### src/rtl/demux_pkg.sv
// ---------------------------------------------------------------------------
// demux_pkg
// Shared definitions for the 1-to-4 result router: channel count, select
// type and small helpers for decoding a select code and locating a
// channel's slice inside a packed multi-channel bus.
// Optional feature macro used by the router top: DEMUX_STATS_EN.
// ---------------------------------------------------------------------------
package demux_pkg;

   localparam int CH_NUM = 4;
   localparam int SEL_W  = 2;

   typedef logic [SEL_W-1:0]  sel_t;
   typedef logic [CH_NUM-1:0] ch_mask_t;

   // Turn a select code into a one-hot channel mask.
   function automatic ch_mask_t sel_to_onehot(input sel_t sel);
      ch_mask_t mask;
      mask      = '0;
      mask[sel] = 1'b1;
      return mask;
   endfunction

   // Bit position of the least significant bit of channel ch in a bus
   // built from CH_NUM slices of w bits each.
   function automatic int chan_lsb(input int ch, input int w);
      return ch * w;
   endfunction

endpackage

### src/rtl/demux_chan_reg.sv
// ---------------------------------------------------------------------------
// demux_chan_reg
// One-entry holding register for a single output channel of the router.
// A word is loaded on push and stays visible until the consumer pops it.
// Push and pop in the same cycle replace the word without a bubble.
//
// Ports
//   clk      in   1   clock, all state on posedge
//   rst      in   1   synchronous active-high reset, empties the register
//   push_i   in   1   load data_i this cycle (caller only pushes when ready_o)
//   pop_i    in   1   consumer ready; removes the held word if valid
//   data_i   in   W   word to load
//   valid_o  out  1   register holds a word
//   ready_o  out  1   register can take a word this cycle
//   data_o   out  W   held word (keeps last value while empty)
// ---------------------------------------------------------------------------
module demux_chan_reg #(
   parameter int W = 16
) (
   input  logic         clk,
   input  logic         rst,
   input  logic         push_i,
   input  logic         pop_i,
   input  logic [W-1:0] data_i,
   output logic         valid_o,
   output logic         ready_o,
   output logic [W-1:0] data_o
);

   logic         valid_q, valid_d;
   logic [W-1:0] data_q,  data_d;

   // Next-state for the holding register. A pop empties the slot, and a
   // push in the same cycle refills it, so push is applied after pop.
   // Data is only written on push, which keeps a drained word visible and
   // keeps don't-care input data out of the register.
   always_comb begin
      valid_d = valid_q;
      data_d  = data_q;
      if (valid_q && pop_i) begin
         valid_d = 1'b0;
      end
      if (push_i) begin
         valid_d = 1'b1;
         data_d  = data_i;
      end
   end

   // State register with synchronous reset.
   always_ff @(posedge clk) begin
      if (rst) begin
         valid_q <= 1'b0;
         data_q  <= '0;
      end else begin
         valid_q <= valid_d;
         data_q  <= data_d;
      end
   end

   // The slot can take a word when it is empty or when its current word
   // is leaving this same cycle.
   assign ready_o = !valid_q || pop_i;
   assign valid_o = valid_q;
   assign data_o  = data_q;

endmodule

### src/rtl/demux1to4_router.sv
// ---------------------------------------------------------------------------
// demux1to4_router
// Receiving end of the 4:1 arithmetic result mux. One W-bit result stream,
// tagged with a 2-bit select, is routed into one of four one-entry output
// channels with valid/ready handshakes. A stalled channel only blocks words
// addressed to itself.
//
// Optional feature macro: DEMUX_STATS_EN
//   defined   -> per-channel saturating accepted-word counters on xfer_cnt
//   undefined -> no counters, no xfer_cnt port, identical routing
//
// Ports
//   clk         in   1        clock, all logic on posedge
//   rst         in   1        synchronous active-high reset
//   enable_low  in   1        active-low enable, 1 blocks new input words
//   in_valid    in   1        input word valid
//   in_ready    out  1        input accepted when in_valid && in_ready
//   in_sel      in   2        destination channel 0..3
//   in_data     in   W        result word
//   out_valid   out  4        per-channel holding register full
//   out_ready   in   4        per-channel consumer ready
//   out_data    out  4*W      channel k at [k*W +: W]
//   xfer_cnt    out  4*CNT_W  channel k count at [k*CNT_W +: CNT_W]
//                             (DEMUX_STATS_EN only)
// ---------------------------------------------------------------------------
module demux1to4_router
   import demux_pkg::*;
#(
   parameter int W = 16
`ifdef DEMUX_STATS_EN
   , parameter int CNT_W = 8
`endif
) (
   input  logic                clk,
   input  logic                rst,
   input  logic                enable_low,
   input  logic                in_valid,
   output logic                in_ready,
   input  logic [1:0]          in_sel,
   input  logic [W-1:0]        in_data,
   output logic [CH_NUM-1:0]   out_valid,
   input  logic [CH_NUM-1:0]   out_ready,
   output logic [CH_NUM*W-1:0] out_data
`ifdef DEMUX_STATS_EN
   , output logic [CH_NUM*CNT_W-1:0] xfer_cnt
`endif
);

   ch_mask_t selMask;
   ch_mask_t chanReady;
   ch_mask_t pushMask;
   logic     selReady;
   logic     accept;

   // Input side: decode the select and pick that channel's readiness.
   // in_ready never looks at in_valid and reads 0 throughout reset so no
   // handshake can complete in a reset cycle.
   always_comb begin
      selMask  = sel_to_onehot(sel_t'(in_sel));
      selReady = chanReady[in_sel];
      in_ready = !rst && !enable_low && selReady;
      accept   = in_valid && in_ready;
      pushMask = accept ? selMask : '0;
   end

   // One holding register per channel.
   for (genvar k = 0; k < CH_NUM; k++) begin : g_chan
      demux_chan_reg #(
         .W(W)
      ) u_chan (
         .clk     (clk),
         .rst     (rst),
         .push_i  (pushMask[k]),
         .pop_i   (out_ready[k]),
         .data_i  (in_data),
         .valid_o (out_valid[k]),
         .ready_o (chanReady[k]),
         .data_o  (out_data[chan_lsb(k, W) +: W])
      );
   end

`ifdef DEMUX_STATS_EN
   localparam logic [CNT_W-1:0] CNT_MAX = '1;
   localparam logic [CNT_W-1:0] CNT_ONE = {{(CNT_W-1){1'b0}}, 1'b1};

   for (genvar k = 0; k < CH_NUM; k++) begin : g_stats
      logic [CNT_W-1:0] cnt_q, cnt_d;

      // Count accepted words for this channel, holding at the top value
      // instead of wrapping so a long run never reads as a small count.
      always_comb begin
         cnt_d = cnt_q;
         if (pushMask[k] && (cnt_q != CNT_MAX)) begin
            cnt_d = cnt_q + CNT_ONE;
         end
      end

      // Counter register, cleared only by reset.
      always_ff @(posedge clk) begin
         if (rst) begin
            cnt_q <= '0;
         end else begin
            cnt_q <= cnt_d;
         end
      end

      assign xfer_cnt[chan_lsb(k, CNT_W) +: CNT_W] = cnt_q;
   end
`endif

endmodule

### config.mk
export PLATFORM = sky130hd
export DESIGN_NAME = demux1to4_router
export DESIGN_NICKNAME = d
export VERILOG_FILES = /design/src/rtl/demux_pkg.sv /design/src/rtl/demux_chan_reg.sv /design/src/rtl/demux1to4_router.sv
export SDC_FILE = /design/constraint.sdc
export NUM_CORES = 1
export LEC_CHECK = 0
export BUFFER_PORTS_ARGS = -buffer_cell sky130_fd_sc_hd__buf_2
export CAP_MARGIN = 20
export CORE_UTILIZATION = 45
export CTS_BUF_LIST = sky130_fd_sc_hd__clkbuf_2 sky130_fd_sc_hd__clkbuf_4 sky130_fd_sc_hd__clkbuf_8
export CTS_CLUSTER_SIZE = 20
export DETAILED_ROUTE_END_ITERATION = 8
export PLACE_DENSITY_LB_ADDON = 0.3
export SKIP_LAST_GASP = 1
export SLEW_MARGIN = 20
export SYNTH_ARGS = -nofsm -noshare
export SYNTH_HDL_FRONTEND = slang
export SYNTH_SLANG_ARGS = --single-unit
### constraint.sdc
create_clock -name clk -period 1.4 [get_ports clk]
set_input_delay 0.07 -clock clk [delete_from_list [all_inputs] [get_ports clk]]
set_output_delay 0.07 -clock clk [all_outputs]
set_load 0.1 [all_outputs]
==> flow_metrics.env, run 1 <==
export IMPL_drt_iter0_drc=283
export IMPL_maxSlewHeadroom=0.671
export IMPL_drt_vias_per_instance=6.29
export IMPL_fin_skew_ps=7.00
export IMPL_rsz0062_at_grt="true"
export IMPL_drt_wl_total_mm=9.14
export IMPL_multiInputGateArea_mm2=0.00145
export IMPL_min_period_over_period=1.25
export IMPL_worst_ir_drop_vdd_mv=0.571
export IMPL_outcome="finished with violations"
export IMPL_grt_max_degree=83
export IMPL_finalHoldWorstSlack_ps=18.5
export IMPL_cts_setup_buffers=0
export IMPL_yosys_cell_types_count=27
export IMPL_chipHeight_um=85.1
export IMPL_leakage_nw=1.71
export IMPL_hp_class="primary input to flop"
export IMPL_grt_pass1_wl_mm=14.0
export IMPL_synth_compound_area_frac=0.346
export IMPL_initial_utilization=0.479
export IMPL_arrival_ps=1680
export IMPL_dieArea_mm2=0.00725
export IMPL_synth_warnings=0
export IMPL_ys_ff_latch=68
export IMPL_placedInstanceArea_mm2=0.00375
export IMPL_synthesis_area_mm2=0.00311
export IMPL_insertion_delay_ps=340
export IMPL_chipWidth_um=85.1
export IMPL_cp_start_kind="flop"
export IMPL_first_global_vias=2763
export IMPL_nets=433
export IMPL_slowest_stage="mux4_2"
export IMPL_crit_path_end_kind="primary output"
export IMPL_cts_reportedPaths_clkPinSlew_ps=70
export IMPL_finalSetupViolations=1
export IMPL_cts_path_max_buffers=2
export IMPL_grt_use_total=0.252
export IMPL_route_detailed_drc=0
export IMPL_postSynthNetCount=345
export IMPL_antenna_cells=0
export IMPL_wl_per_cell_um=18.7
export IMPL_cts_buffers=9
export IMPL_clock_sinks=68
export IMPL_area_growth_pct=26.2
export IMPL_worst_pin_slew_ps=497
export IMPL_antenna_found_initial=0
export IMPL_synth_top_family_by_area="compound AO/OA/AOI/OAI gates"
export IMPL_drive_gt1_frac=0.416
export IMPL_cts_max_level=3
export IMPL_hold_viol=0
export IMPL_period_minus_slack_ps=1750
export IMPL_dr_pass1_iters=5
export IMPL_fillerInstances=585
export IMPL_io_buffers=94
export IMPL_regArea_mm2=0.00136
export IMPL_avgSynthCellArea_um2=9.75
export IMPL_dpl_hpwl_mm=6.19
export IMPL_worst_slack_ps=-350
export IMPL_crit_chain="nor2b_1, mux4_2, nor3_4, buf_12"
export IMPL_tritoncts="built"
export IMPL_worstPathRequired_ps=1330
export IMPL_synth_xor_area_frac=0
export IMPL_finalMaxSlewViolations=0
export IMPL_cap_violations=0
export IMPL_syn_inst=319
export IMPL_coreArea_mm2=0.00649
export IMPL_synthAdderAreaFrac=0
export IMPL_muxShareOfSynthArea=0.00724
export IMPL_critPathMaxStageDelay_ps=500
export IMPL_p_per_area_mw_per_mm2=1040
export IMPL_fp_row_count=29
export IMPL_fmax_mhz=571
export IMPL_stdcell_area_mm2=0.00393
export IMPL_cts_root_buf="clkbuf_8"
export IMPL_io_pins=95
export IMPL_vias=3068
export IMPL_failed_checks="negative setup slack"
export IMPL_seq_area_frac_synth=0.438
export IMPL_crit_path_max_fanout=2
export IMPL_grt_ovfl_total=0
export IMPL_routabilityCongestion=0.783
export IMPL_synthSimpleGateAreaFrac=0.108
export IMPL_path_class="flop to primary output"
export IMPL_final_common_cell="buf_2"
export IMPL_antenna_left=0
export IMPL_layout_common_cells="buf_2, dfxtp_1, a21oi_1"
## stage by stage
stage | instances | setup slack, ps | utilization | TNS (ps) | power [mW]
final | 488 | -350 | 0.604 | -350 | 4.08
after global routing | 488 | -414 | 0.604 | -414 | 4.19
after CTS | 488 | -357 | 0.604 | -357 | 4.09
after detailed placement | 473 | -151 | 0.577 | -1470 | 2.65
after global placement | 473 | -51.6 | 0.577 | -698 | 2.64
after floorplan | 319 | -505 | - | -505 | 2.47
## metal layers
layer  track usage  vias up  routed length [um]
met2         0.381      153                4200
met5             0        -                   0
met1         0.348     1469                4060
li1              -     1422                   -
met3        0.0457       24                 614
met4         0.120        0                 270
## cells in the mapped netlist
library cell,count,area share
nor4b_4,1,0.0076
and4bb_2,1,0.0040
nor2_1,4,0.0048
buf_1,3,0.0036
mux4_2,1,0.0072
buf_4,4,0.0097
o41ai_2,16,0.084
nor3_1,1,0.0016
inv_1,17,0.021
o31ai_2,4,0.016
nand4_1,33,0.066
nand2b_1,3,0.0060
o31ai_1,29,0.070
nand3_1,1,0.0016
o311ai_2,2,0.010
buf_6,5,0.018
o311ai_0,15,0.042
or4b_4,1,0.0044
o21ai_0,15,0.024
buf_2,5,0.0080
o311ai_1,14,0.039
clkbuf_1,33,0.040
nand4bb_1,1,0.0036
inv_2,1,0.0012
a21oi_1,37,0.060
nor2b_1,4,0.0080
dfxtp_1,68,0.44
## critical path: cells and delay by family (launching register included)
kind	cells	cell delay, ps
buffers and inverters	1	200
muxes	1	500
DFF	1	310
and+or+nand+nor	2	330
## layout make-up
| type | count | area share |
|---|---|---|
| Clock buffer | 13 | 0.0424 |
| Sequential cell | 68 | 0.347 |
| Inverter | 18 | 0.0172 |
| Clock inverter | 2 | 0.00255 |
| Multi-Input combinational cell | 183 | 0.370 |
| Timing Repair Buffer | 127 | 0.196 |
| Tap cell | 77 | 0.0245 |
## cells by family (layout without fill, tap and decap cells)
family / count (synthesis) / count (layout)
compound gates: 132 / 132
simple gates: 50 / 50
buf+inv: 68 / 160
mux: 1 / 1
flops: 68 / 68
## repair_timing
item | in CTS | in global routing
hold endpoints to repair | 0 | 0
hold buffers | 0 | 0
cloned | 0 | 0
pin swaps | 0 | 0
gates resized for setup | 0 | 2
setup endpoints to repair | 1 | 3
## registers in the layout, indices dropped and copies added, names as in the netlist
name and cells:
g_chan.u_chan.data_o 64, g_chan.u_chan.valid_o 4
## power breakdown
group	internal (mW)	switching (mW)	leakage, nW
clock network	0.765	0.700	0.0961
logic	0.134	0.491	1.06
registers	1.97	0.0188	0.550
## final timing paths
| kind | from | to | slack, ps | depth (start not counted) |
|---|---|---|---|---|
| min reg2reg | g_chan[3].u_chan.data_o[1] | g_chan[3].u_chan.data_o[1] | 460 | 2 |
| min | in_data[1] | g_chan[3].u_chan.data_o[1] | 20 | 3 |
| max reg2reg | g_chan[2].u_chan.valid_o | g_chan[2].u_chan.data_o[10] | 70 | 4 |
| max | g_chan[2].u_chan.valid_o | in_ready | -350 | 4 |
(Power assumes the default switching activity.)
==> run 2, diff against run 1 <==
--- a/config.mk
+++ b/config.mk
@@ -16,4 +16,5 @@
 export SLEW_MARGIN = 20
 export SYNTH_ARGS = -nofsm -noshare
 export SYNTH_HDL_FRONTEND = slang
+export SYNTH_HIERARCHICAL = 1
 export SYNTH_SLANG_ARGS = --single-unit
==> run 2 against run 1 <==
  * The flow still finishes with violations (negative setup slack)
  * Die area is 17% lower
  * Flip-flop and latch count unchanged
  * Area after synthesis fell by 18%
  * Cell count shrank 15%
  * Utilization increased by 2.9 points
  * Clock-buffer cell count fell by 3
  * Maximum frequency rose by 9.8%
  * Critical path type unchanged
  * Critical endpoint unchanged
  * Highest routed layer unchanged
==> flow_metrics.env, run 2 <==
export IMPL_p_per_area_mw_per_mm2=1250
export IMPL_r2r_start="g_chan[1].u_chan/valid_o"
export IMPL_min_period_over_period=1.14
export IMPL_slowest_stage="mux4_2"
export IMPL_synthTopCellsByCount="dfxtp_1, nor2_1, mux2i_1"
export IMPL_routabilityCongestion=0.730
export IMPL_synth_xor_area_frac=0
export IMPL_synthArstFlopShare=0
export IMPL_crit_path_end_kind="primary output"
export IMPL_synthesis_area_mm2=0.00256
export IMPL_r2r_cells=6
export IMPL_antenna_cells=0
export IMPL_worst_pin_slew_ps=683
export IMPL_postSynthNetCount=260
export IMPL_synth_edf_count=0
export IMPL_instances_no_fill=416
export IMPL_worst_ir_drop_vdd_mv=0.943
export IMPL_insertion_delay_ps=330
export IMPL_failed_checks="negative setup slack"
export IMPL_first_global_vias=1901
export IMPL_rsz0062_at_grt="true"
export IMPL_cp_top_family="multiplexers"
export IMPL_drive_gt1_frac=0.416
export IMPL_crit_path_max_fanout=2
export IMPL_area_growth_pct=36.4
export IMPL_worst_slack_ps=-194
export IMPL_syn_inst=234
export IMPL_io_pins=95
export IMPL_finalSetupViolations=1
export IMPL_cts_path_max_buffers=2
export IMPL_fin_skew_ps=8.35
export IMPL_ys_ff_latch=68
export IMPL_synthFlopType="dfxtp_1"
export IMPL_hp_class="primary input to flop"
export IMPL_worstSetupStartpoint="g_chan[3].u_chan/valid_o"
export IMPL_chipHeight_um=77.4
export IMPL_dp_cells=399
export IMPL_holdPathEnd="g_chan[2].u_chan/data_o[0]"
export IMPL_yosys_cell_types_count=15
export IMPL_grt_max_degree=69
export IMPL_hold_depth=3
export IMPL_largest_register_ffs=64
export IMPL_worstPathRequired_ps=1330
export IMPL_muxShareOfSynthArea=0.261
export IMPL_synth_top_family_by_area="multiplexers"
export IMPL_seq_area_frac_synth=0.532
export IMPL_cts_buffers=9
export IMPL_arrival_ps=1520
export IMPL_chipWidth_um=77.4
export IMPL_crit_chain="nand2b_4, mux4_2, nor3b_4, buf_12"
export IMPL_pre_cts_slack_ps=-239
export IMPL_grt_pass1_wl_mm=9.16
export IMPL_path_class="flop to primary output"
export IMPL_dr_pass1_iters=4
export IMPL_synthAdderAreaFrac=0
export IMPL_r2r_end="g_chan[1].u_chan/data_o[15]"
export IMPL_yosys_top_cells_area="dfxtp_1, mux2i_1, nor2_1"
export IMPL_finalMaxSlewViolations=0
export IMPL_dieArea_mm2=0.00599
export IMPL_synth_top_cell_area_share=0.532
export IMPL_drt_vias_per_instance=4.72
export IMPL_fmax_mhz=627
export IMPL_tritoncts="built"
export IMPL_nets=365
export IMPL_wl_per_cell_um=13.6
export IMPL_cts_root_buf="clkbuf_8"
export IMPL_vias=1965
export IMPL_cts_max_level=3
export IMPL_avgSynthCellArea_um2=10.9
export IMPL_finalHoldWorstSlack_ps=24.4
export IMPL_fp_row_count=27
export IMPL_synth_largest_area_cell="dfxtp_1"
export IMPL_grt_ovfl_total=0
export IMPL_cts_reportedPaths_clkPinSlew_ps=80
export IMPL_critPathMaxStageDelay_ps=460
export IMPL_synthSimpleGateAreaFrac=0.129
export IMPL_initial_utilization=0.464
export IMPL_r2r_setup_slack_ps=70
export IMPL_path_buf_inv=1
export IMPL_period_minus_slack_ps=1590
export IMPL_hold_viol=0
export IMPL_drt_iter0_drc=86
export IMPL_clock_sinks=68
export IMPL_dpl_hpwl_mm=3.84
export IMPL_layout_common_cells="buf_2, nor2_1, dfxtp_1"
export IMPL_grt_use_total=0.197
export IMPL_final_common_cell="buf_2"
export IMPL_maxSlewHeadroom=0.545
export IMPL_antenna_left=0
export IMPL_min_from="in_data[0]"
export IMPL_cts_hold_buf=0
export IMPL_synth_compound_area_frac=0.00783
export IMPL_drt_wl_total_mm=5.66
export IMPL_coreArea_mm2=0.00551
export IMPL_leakage_nw=1.53
export IMPL_cp_start_kind="flop"
export IMPL_io_buffers=94
export IMPL_antenna_found_initial=0
export IMPL_synth_most_common_cell="dfxtp_1"
export IMPL_synth_warnings=6
export IMPL_cap_violations=0
export IMPL_route_detailed_drc=0
export IMPL_outcome="finished with violations"
run 2: cell type report:
type / instances / area, um2
multi-input cells: 146 / 1100
flip-flops and latches: 68 / 1380
inverters: 4 / 15.0
fillers: 455 / 2020
repair buffers: 110 / 656
clock buffers: 10 / 138
clock inverters: 6 / 111
well taps: 72 / 90.1
run 2: report_power, final:
part / switching (mW) / leakage [nW] / internal, mW
sequential: 0.0124 / 0.552 / 1.95
clock: 0.736 / 0.122 / 1.23
combinational: 0.315 / 0.851 / 0.112
total: 1.06 / 1.53 / 3.30
run 2: how the worst max path moves through the flow:
stage                             endpoint  cells after the start
6_report                          in_ready                      4
5_1_grt                           in_ready                      4
4_1_cts                           in_ready                      4
3_5_place_dp   g_chan[0].u_chan/data_o[11]                      6
3_3_place_gp   g_chan[0].u_chan/data_o[15]                      6
2_1_floorplan                     in_ready                      3
run 2: what timing repair did:
| item | CTS | global route |
|---|---|---|
| buffers inserted | 1 | 0 |
| setup endpoints to repair | 2 | 65 |
| gates cloned | 0 | 1 |
| gates resized for setup | 7 | 10 |
| pin swaps | 0 | 2 |
run 2: worst min-delay path, stage by stage:
cell and delay (ps):
buf_2 110, mux2i_1 70, nor2_1 70
run 2: per-stage QoR:
step	power [mW]	TNS, ps	cell area, um2	utilization
CTS	4.39	-625	3440	0.625
detailed placement	2.42	-6860	3160	0.574
global placement	2.42	-5750	3160	0.574
finish	4.36	-194	3490	0.633
floorplan	2.31	-412	2600	-
global route	4.52	-381	3490	0.633
run 2: cells by family (layout without fill, tap and decap cells):
| group | Yosys count | after routing |
|---|---|---|
| and+or+nand+nor | 77 | 77 |
| DFF | 68 | 68 |
| AOI/OAI and AO/OA | 4 | 4 |
| muxes | 65 | 65 |
| buffers and inverters | 20 | 130 |
run 2: layer usage:
layer	global-route usage	up-vias	share of wire
met4	0.0849	0	0.016
li1	-	978	-
met2	0.316	59	0.49
met3	0.0412	9	0.045
met5	0	-	0
met1	0.255	919	0.45
